==> src/rtl/roi_crop.sv <==
// ---------------------------------------------------------------------------
// roi_crop
//
// Crops an incoming pixel stream down to an inclusive rectangle described by
// two corner words from the ROI register block. Pixel position is tracked
// from the sof/eol markers. Only in-window pixels are forwarded, and sof/eol
// are regenerated for the cropped stream. All other pixels are consumed and
// dropped.
//
// Ports
//   clk_i, arst_ni          clock, async active-low reset
//   xy_0_i / xy_1_i         top-left / bottom-right corner words,
//                           x = [COORD_W-1:0], y = [16+COORD_W-1:16]
//   s_valid_i / s_ready_o   input handshake (s_data_i, s_sof_i, s_eol_i)
//   m_valid_o / m_ready_i   output handshake (m_data_o, m_sof_o, m_eol_o)
//   frame_done_o            one-cycle pulse after the last cropped pixel of
//                           a frame is accepted downstream
//
// COORD_W must be <= 16 so that the y field fits the corner word packing.
//
// state     | meaning
// ----------+---------------------------------------------------------------
// ST_IDLE   | waiting for sof; accepted pixels without sof are dropped
// ST_ACTIVE | inside a frame; position tracked, in-window pixels forwarded
// ---------------------------------------------------------------------------
module roi_crop #(
    parameter int DATA_W     = 24,
    parameter int COORD_W    = 10,
    parameter int APB_DATA_W = 32
) (
    input  logic                  clk_i,
    input  logic                  arst_ni,
    input  logic [APB_DATA_W-1:0] xy_0_i,
    input  logic [APB_DATA_W-1:0] xy_1_i,
    input  logic                  s_valid_i,
    output logic                  s_ready_o,
    input  logic [DATA_W-1:0]     s_data_i,
    input  logic                  s_sof_i,
    input  logic                  s_eol_i,
    output logic                  m_valid_o,
    input  logic                  m_ready_i,
    output logic [DATA_W-1:0]     m_data_o,
    output logic                  m_sof_o,
    output logic                  m_eol_o,
    output logic                  frame_done_o
);

    typedef enum logic {
        ST_IDLE   = 1'b0,
        ST_ACTIVE = 1'b1
    } state_t;

    state_t state_q, state_d;

    logic [COORD_W-1:0] x_q, x_d;
    logic [COORD_W-1:0] y_q, y_d;
    logic [COORD_W-1:0] x0_q, x0_d;
    logic [COORD_W-1:0] y0_q, y0_d;
    logic [COORD_W-1:0] x1_q, x1_d;
    logic [COORD_W-1:0] y1_q, y1_d;
    logic               sof_pend_q, sof_pend_d;

    logic               m_valid_q, m_valid_d;
    logic [DATA_W-1:0]  m_data_q, m_data_d;
    logic               m_sof_q, m_sof_d;
    logic               m_eol_q, m_eol_d;
    logic               m_last_q, m_last_d;
    logic               frame_done_q, frame_done_d;

    logic               accept;
    logic               proc;
    logic [COORD_W-1:0] win_x0, win_y0, win_x1, win_y1;
    logic [COORD_W-1:0] cur_x, cur_y;
    logic               in_win;
    logic               pend;
    logic               beat_eol;
    logic               beat_last;

    // Only the coordinate fields of the corner words are meaningful.
    logic unused_xy;
    assign unused_xy = ^{xy_0_i, xy_1_i};

    function automatic logic [COORD_W-1:0] sat_inc(input logic [COORD_W-1:0] v);
        return (&v) ? v : v + 1'b1;
    endfunction

    // The output register is the only buffering; dropped pixels obey the
    // same ready rule so the input never runs ahead of a stalled output.
    assign s_ready_o = !m_valid_q || m_ready_i;
    assign accept    = s_valid_i && s_ready_o;
    assign proc      = accept && ((state_q == ST_ACTIVE) || s_sof_i);

    // A pixel carrying sof is already judged against the corners it latches,
    // and sits at (0,0) regardless of where the counters were.
    always_comb begin
        win_x0 = x0_q;
        win_y0 = y0_q;
        win_x1 = x1_q;
        win_y1 = y1_q;
        cur_x  = x_q;
        cur_y  = y_q;
        pend   = sof_pend_q;
        if (s_sof_i) begin
            win_x0 = xy_0_i[COORD_W-1:0];
            win_y0 = xy_0_i[16 +: COORD_W];
            win_x1 = xy_1_i[COORD_W-1:0];
            win_y1 = xy_1_i[16 +: COORD_W];
            cur_x  = '0;
            cur_y  = '0;
            pend   = 1'b1;
        end
    end

    // An inverted corner pair can never satisfy both bounds, so an empty
    // window falls out of the compare without a special case.
    assign in_win    = (cur_x >= win_x0) && (cur_x <= win_x1) &&
                       (cur_y >= win_y0) && (cur_y <= win_y1);
    assign beat_eol  = (cur_x == win_x1) || s_eol_i;
    assign beat_last = beat_eol && (cur_y == win_y1);

    always_comb begin
        state_d      = state_q;
        x_d          = x_q;
        y_d          = y_q;
        x0_d         = x0_q;
        y0_d         = y0_q;
        x1_d         = x1_q;
        y1_d         = y1_q;
        sof_pend_d   = sof_pend_q;
        m_valid_d    = m_valid_q;
        m_data_d     = m_data_q;
        m_sof_d      = m_sof_q;
        m_eol_d      = m_eol_q;
        m_last_d     = m_last_q;
        frame_done_d = m_valid_q && m_ready_i && m_last_q;

        // Output register: reload whenever it is empty or being drained,
        // otherwise hold everything steady.
        if (s_ready_o) begin
            m_valid_d = proc && in_win;
            if (proc && in_win) begin
                m_data_d = s_data_i;
                m_sof_d  = pend;
                m_eol_d  = beat_eol;
                m_last_d = beat_last;
            end
        end

        if (proc) begin
            state_d = ST_ACTIVE;
            if (s_sof_i) begin
                x0_d = win_x0;
                y0_d = win_y0;
                x1_d = win_x1;
                y1_d = win_y1;
            end

            if (s_eol_i) begin
                x_d = '0;
                y_d = sat_inc(cur_y);
            end else begin
                x_d = sat_inc(cur_x);
                y_d = cur_y;
            end

            sof_pend_d = pend && !in_win;

            // Rest of the frame lies outside the window; park until next sof.
            if (in_win && beat_last) begin
                state_d = ST_IDLE;
            end
        end
    end

    always_ff @(posedge clk_i or negedge arst_ni) begin
        if (!arst_ni) begin
            state_q      <= ST_IDLE;
            x_q          <= '0;
            y_q          <= '0;
            x0_q         <= '0;
            y0_q         <= '0;
            x1_q         <= '0;
            y1_q         <= '0;
            sof_pend_q   <= 1'b0;
            m_valid_q    <= 1'b0;
            m_data_q     <= '0;
            m_sof_q      <= 1'b0;
            m_eol_q      <= 1'b0;
            m_last_q     <= 1'b0;
            frame_done_q <= 1'b0;
        end else begin
            state_q      <= state_d;
            x_q          <= x_d;
            y_q          <= y_d;
            x0_q         <= x0_d;
            y0_q         <= y0_d;
            x1_q         <= x1_d;
            y1_q         <= y1_d;
            sof_pend_q   <= sof_pend_d;
            m_valid_q    <= m_valid_d;
            m_data_q     <= m_data_d;
            m_sof_q      <= m_sof_d;
            m_eol_q      <= m_eol_d;
            m_last_q     <= m_last_d;
            frame_done_q <= frame_done_d;
        end
    end

    assign m_valid_o    = m_valid_q;
    assign m_data_o     = m_data_q;
    assign m_sof_o      = m_sof_q;
    assign m_eol_o      = m_eol_q;
    assign frame_done_o = frame_done_q;

endmodule

==> config.mk <==
export PLATFORM = sky130hd
export DESIGN_NAME = roi_crop
export DESIGN_NICKNAME = d
export VERILOG_FILES = /design/src/rtl/roi_crop.sv
export SDC_FILE = /design/constraint.sdc
export NUM_CORES = 1
export LEC_CHECK = 0
export BUFFER_PORTS_ARGS = -buffer_cell sky130_fd_sc_hd__buf_4
export CAP_MARGIN = 10
export CORE_MARGIN = 2
export CORE_UTILIZATION = 54
export DETAILED_ROUTE_END_ITERATION = 16
export PLACE_DENSITY = 0.82
export SYNTH_ARGS = -nofsm -noshare
export SYNTH_HDL_FRONTEND = slang
export SYNTH_SLANG_ARGS = --single-unit
==> constraint.sdc <==
create_clock -name clk_i -period 2.8 [get_ports clk_i]
set_input_delay 0.56 -clock clk_i [delete_from_list [all_inputs] [get_ports clk_i]]
set_output_delay 0.56 -clock clk_i [all_outputs]
set_load 0.03 [all_outputs]
==> impl_results.md, run 1 <==
* Nets at approximately 730
* Power per Cell Area at 448 nW/µm²
* GP Congestion at 0.879
* Layout cell share with drive strength beyond 1 at 0.413
* CP arrival at approximately 3.0 ns
* Row count at 35
* Worst VDD drop at between 0.3 and 0.4 mV
* Register area share after synthesis at 0.438
* PortBufs at between 90 and 100
* Initial antenna violation count at 0
* Largest net degree at the start of global routing at ~70
* Wire per inst at 17.0 µm
* DR vias/cell at between 5 and 6
* Maximum clock path buffer count at 2
* Synth warnings at 0
* Worst setup EP type: flip-flop
* Initial Util at 0.561
* Synthesis-stage register bit count at 91
* # fillers at between 600 and 700
* Pre-antenna DRT Iters at 4
* Placed insts at 711
* Cts bufs inserted at 9
* Synth unique cells at 52
* Tot GR Track Use at 0.251
* Drt initial violations at 170
* Final Hold Viols at 0
* Die H at between 100 and 150 µm
* Setup violations, final at 0
* CTS tree: yes
* RSZ-0062 raised after global routing: false
* Fmax at ~370 MHz
* Root buf cell: clkbuf_8
* Placement Setup Slack at -0.362 ns
* CP max FO at 25
* Post-Syn Area at ~5200 µm²
* Mapped Nets at around 590
* CTS Sinks at about 90
* Asr flop ratio synth at 1.00
* Remaining DRCs at 0
* # diodes at 0
* Die area at 10400 µm²
* Layout Cells excl Fill at around 730
* Hold Crit Class: input port to async pin
* Latest clock arrival within the worst-skew pair at 0.36 ns
* Commonest non-fill, non-tap cell in the layout: buf_4
* Slew Viols, Final at 0
* Req. time, crit path at roughly 3.1 ns
* Clock-pin transition on the worst setup and hold timing paths at 0.09 ns
* Commonest non-fill, non-tap cells in the layout: buf_4 (144), dfrtp_1 (91), mux2_2 (68), ha_1 (39), mux2i_1 (38)
* Power Total at 3.00 mW
* WS Path Type: flip-flop to flip-flop
* Core area at a little over 9000 µm²
* Status: finished, final reports clean
* Worst rel slew slack at 0.400
* Multi-input gate area at about 2800 µm²
* Routed vias at just over 4000
* Post-route ant nets at 0
* Post-DP HPWL at a little over 9 mm
* Die width at a little over 100 µm
* Area grow syn2layout at 28.7%
* Vias in the first global route at roughly 4300
* Detailed Route WL at between 10 and 15 mm
* I/O pin cnt at approximately 120
* Maxcap violations at 0
* Worst Setup Start Kind: flip-flop
* First-pass GRT wire length at roughly 20 mm
* Setup Fix Bufs, Post-CTS at 0
* Main synth FF type: dfrtp_1
* Sequential Area at 2280 µm²
* Final min period at between 2 and 3 ns
* H-tree Lvls at 3
* Avg Cell Area, Syn at around 12 µm²
* Setup TNS Final at 0 ns
* Final worst path period share at 0.963
* Skew final at 0.0134 ns
* Total grt overflow at 0
* Final setup margin at 0.103 ns
* EDFF count, synth at 0
* Actual slew at the worst max-slew pin at roughly 0.90 ns
* Pleak at 3.36 nW
* Synth Instances at approximately 450
[final cells by class]
cell class                      instances  area share
Timing Repair Buffer                  150       0.178
Tap cell                              129      0.0241
Clock buffer                           11      0.0211
Multi-Input combinational cell        329       0.421
Sequential cell                        91       0.340
Clock inverter                          5     0.00897
Inverter                               12     0.00673
[synth_stat cells, drive strengths merged (2+ instances only)]
library cell / number / area share
mux2i: 39 / 0.075
a21o: 4 / 0.0058
ha: 40 / 0.096
buf: 13 / 0.018
nor2: 17 / 0.012
o21a: 3 / 0.0043
xnor2: 4 / 0.0067
o21ai: 14 / 0.013
o211ai: 8 / 0.013
nor2b: 18 / 0.022
nand2: 25 / 0.018
o21bai: 2 / 0.0029
nor4b: 2 / 0.0034
xor2: 4 / 0.0067
inv: 12 / 0.0087
nand2b: 4 / 0.0048
nor4: 2 / 0.0024
a21oi: 21 / 0.020
or3: 2 / 0.0024
nor3: 5 / 0.0058
o2111ai: 2 / 0.0034
o41ai: 2 / 0.0034
a31oi: 3 / 0.0036
dfrtp: 91 / 0.44
mux2: 69 / 0.15
nand4b: 2 / 0.0034
clkbuf: 7 / 0.0051
o22a: 3 / 0.0051
nand3: 4 / 0.0038
nand4: 13 / 0.017
a41oi: 2 / 0.0034
[worst paths after layout]
kind,start,to,slack [ns],cells past startpoint
max in group asynchronous,arst_ni,m_data_o[1],1.75,2
max,x_q[9],m_data_o[1],0.10,9
min reg2reg,y0_q[2],y0_q[2],0.51,1
min in group clk_i,s_data_i[10],m_data_o[10],0.42,2
min,arst_ni,x1_q[6],0.31,1
max reg2reg,x_q[9],m_data_o[1],0.10,9
[sequential cells by signal, indices dropped and copies added (netlist names), 10 cells and up]
signal,flops
m_data_o,24
x0_q,10
x1_q,10
x_q,10
y0_q,10
y1_q,10
y_q,10
[report_power, final]
group	switching (mW)	internal, mW
logic	0.277	0.321
registers	0.0635	1.42
clock network	0.477	0.441
total	0.818	2.18
[metal layers]
layer,vias up,routed length [µm],global-route usage
met3,22,410,0.0458
met5,-,0,0
met2,86,6850,0.467
met1,2059,4870,0.289
met4,0,239,0.0841
li1,1953,-,-
[critical path, stage by stage (launching register included)]
cell,delay (ns)
dfrtp_1,0.45
nor2b_2,0.20
ha_1,0.33
a21oi_1,0.15
o21ai_1,0.13
a311o_1,0.36
o211ai_2,0.21
nand4_2,0.23
buf_12,0.24
mux2_2,0.28
[timing repair]
action                                  CTS  global route
hold buffers                              0             0
endpoints found under the setup margin    0            25
gates resized for setup                   0             8
[cells by family (layout without fill, tap and decap cells)]
kind of cell,after synthesis,in the layout,share of synthesized area
AO/OA/AOI/OAI,73,73,0.0935
buffers and inverters,32,178,0.0313
AND/OR/NAND/NOR,100,100,0.104
flip-flops,91,91,0.438
XOR/XNOR,8,8,0.0135
multiplexers,108,108,0.224
adder cells (fa/ha/maj),40,40,0.0962
[metrics by stage]
| stage | utilization | hold slack (ns) | cell area (µm²) |
|---|---|---|---|
| 2_1_floorplan | - | 0.264 | 5280 |
| 3_3_place_gp | 0.696 | 0.484 | 6460 |
| 3_5_place_dp | 0.696 | 0.492 | 6460 |
| 4_1_cts | 0.718 | 0.347 | 6660 |
| 5_1_grt | 0.721 | 0.378 | 6700 |
| 6_report | 0.721 | 0.311 | 6700 |
Note: power is estimated with default switching activity, not from simulation.
==> inputs of run 2 (changes only) <==
--- a/config.mk
+++ b/config.mk
@@ -6,11 +6,11 @@
 export NUM_CORES = 1
 export LEC_CHECK = 0
 export BUFFER_PORTS_ARGS = -buffer_cell sky130_fd_sc_hd__buf_4
-export CAP_MARGIN = 10
 export CORE_MARGIN = 2
 export CORE_UTILIZATION = 54
 export DETAILED_ROUTE_END_ITERATION = 16
-export PLACE_DENSITY = 0.82
+export PLACE_DENSITY = 0.83
+export SKIP_CTS_REPAIR_TIMING = 1
 export SYNTH_ARGS = -nofsm -noshare
 export SYNTH_HDL_FRONTEND = slang
 export SYNTH_SLANG_ARGS = --single-unit
==> run 2 against run 1 <==
Combinational power down 3%; clock skew down 0.0045 ns; largest cell class unchanged; utilization down 0.18 points; critical path type is now input port to flip-flop; cell count down 0.55%; routed wire length down 0.57%; sequential cell count unchanged; critical endpoint is now m_data_o[15]; hold slack worse by 0.025 ns; clock power up 17%.
==> impl_results.md, run 2 (synthesis gave the netlist of run 1 again) <==
* Post-route ant nets at 0 (unchanged)
* Routed vias at 4054 (was 4120)
* Detailed Route WL at 12.3 mm (was 12.4 mm)
* Fmax at 371 MHz (about the same)
* Row count at 35 (unchanged)
* CTS Sinks at 91 (unchanged)
* DR vias/cell at 5.61 (was 5.67)
* Power per Cell Area at 470 nW/µm² (was 448 nW/µm²)
* Nets at 724 (was 727)
* RSZ-0062 raised after global routing: false (unchanged)
* Root buf cell: clkbuf_8 (unchanged)
* Final Hold Viols at 0 (unchanged)
* CP max FO at 25 (unchanged)
* Die area at 10400 µm² (unchanged)
* Worst VDD drop at 0.308 mV (was 0.330 mV)
* Pleak at 3.34 nW (was 3.36 nW)
* Design area at 6680 µm² (was 6700 µm²)
* Largest net degree at the start of global routing at 68 (was 72)
* Clock-pin transition on the worst setup and hold timing paths at 0.09 ns (about the same)
* Layout cell share with drive strength beyond 1 at 0.401 (was 0.413)
* Maxcap violations at 0 (unchanged)
* Maximum clock path buffer count at 2 (unchanged)
* Worst rel slew slack at 0.418 (was 0.400)
* Area grow syn2layout at 28.4% (was 28.7%)
* PortBufs at 98 (unchanged)
* R2R cell count at 9 (unchanged)
* Vias in the first global route at 4346 (was 4344)
* Pre-antenna DRT Iters at 4 (unchanged)
* Cell Area, Placed at 6440 µm² (was 6460 µm²)
* Remaining DRCs at 0 (unchanged)
* Status: finished, final reports clean (unchanged)
* Actual slew at the worst max-slew pin at 0.872 ns (was 0.899 ns)
* Final min period at 2.69 ns (was 2.70 ns)
* Commonest non-fill, non-tap cells in the layout: buf_4 (141), dfrtp_1 (91), mux2_2 (68), mux2i_1 (39), ha_1 (39) (was buf_4 (144), dfrtp_1 (91), mux2_2 (68), ha_1 (39), mux2i_1 (38))
* H-tree Lvls at 3 (unchanged)
* Die H at 102 µm (unchanged)
* Commonest non-fill, non-tap cell in the layout: buf_4 (unchanged)
* Latest clock arrival within the worst-skew pair at 0.36 ns (about the same)
* Die width at 102 µm (unchanged)
* Total grt overflow at 0 (unchanged)
* Slew Viols, Final at 0 (unchanged)
* Initial antenna violation count at 0 (unchanged)
* Hold Crit Class: input port to async pin (unchanged)
* Worst setup EP type: flip-flop (unchanged)
* CP arrival at 2.95 ns (about the same)
* Core area at 9280 µm² (unchanged)
* Post-layout util at 0.720 (was 0.721)
* Tot GR Track Use at 0.247 (was 0.251)
* Drt initial violations at 180 (was 170)
* I/O pin cnt at 123 (unchanged)
* Max reg flops at 24 (unchanged)
* Post-DP HPWL at 9.44 mm (was 9.31 mm)
* GP Congestion at 0.828 (was 0.879)
* Setup violations, final at 0 (unchanged)
* CTS tree: yes (unchanged)
* Initial Util at 0.561 (unchanged)
* WS Path Type: input port to flip-flop (was flip-flop to flip-flop)
* Final worst path period share at 0.962 (was 0.963)
* Worst Setup Start Kind: input port (was flip-flop)
* Wire per inst at 17.0 µm (about the same)
* # diodes at 0 (unchanged)
* Cts bufs inserted at 9 (unchanged)
* Skew final at 0.00887 ns (was 0.0134 ns)
* First-pass GRT wire length at 20.1 mm (was 20.3 mm)
* Req. time, crit path at 3.05 ns (about the same)
## run 2: cell types whose count changed in the layout (fill, tap and decap cells not counted), sizes merged
cell,before,now
buf,150,147
bufinv,1,3
clkbuf,11,9
clkinvlp,1,0
## run 2: final timing paths
path / from / endpoint / slack (ns)
worst max-delay path: s_sof_i / m_data_o[15] / 0.11
worst min-delay path: arst_ni / x1_q[7] / 0.29
worst max register to register: x_q[7] / m_data_o[15] / 0.13
worst min register to register: y0_q[9] / y0_q[9] / 0.51
max in group asynchronous: arst_ni / y1_q[4] / 1.79
min in group clk_i: s_data_i[21] / m_data_o[21] / 0.42
## run 2: metrics by stage
step	cells	hold slack [ns]	power (mW)	TNS (ns)	setup slack, ns
after floorplan	452	0.264	1.84	-3.28	-0.196
after global placement	708	0.485	2.05	-6.73	-0.256
after detailed placement	708	0.492	2.10	-9.01	-0.341
after CTS	723	0.325	3.17	0	0.0455
after global routing	723	0.361	3.29	0	0.00167
final	723	0.286	3.14	0	0.107
## run 2: cell type report
class | count | area, µm²
clock buffers | 9 | 124
clock inverters | 6 | 113
fillers | 717 | 2600
inverters | 12 | 45.0
multi-input cells | 329 | 2790
flip-flops and latches | 91 | 2280
well taps | 129 | 161
repair buffers | 147 | 1170
## run 2: worst max-delay path: stages
cell and delay (ns):
buf_6 0.18, buf_12 0.14, buf_4 0.14, mux2i_1 0.26
ha_1 0.28, a21o_1 0.16, a21oi_1 0.15, nand2_1 0.07
o211ai_1 0.23, nand4_2 0.22, buf_12 0.23, mux2_2 0.28
## run 2: report_power, final
| part | internal, mW | switching (mW) | leakage [nW] |
|---|---|---|---|
| logic | 0.311 | 0.271 | 2.07 |
| clock network | 0.592 | 0.480 | 0.120 |
| registers | 1.42 | 0.0641 | 1.15 |
## run 2: layer usage
metal,vias up,GRT usage,share of wire
li1,1945,-,-
met1,1994,0.287,0.40
met2,93,0.460,0.55
met3,22,0.0479,0.032
met4,0,0.0708,0.017
met5,-,0,0
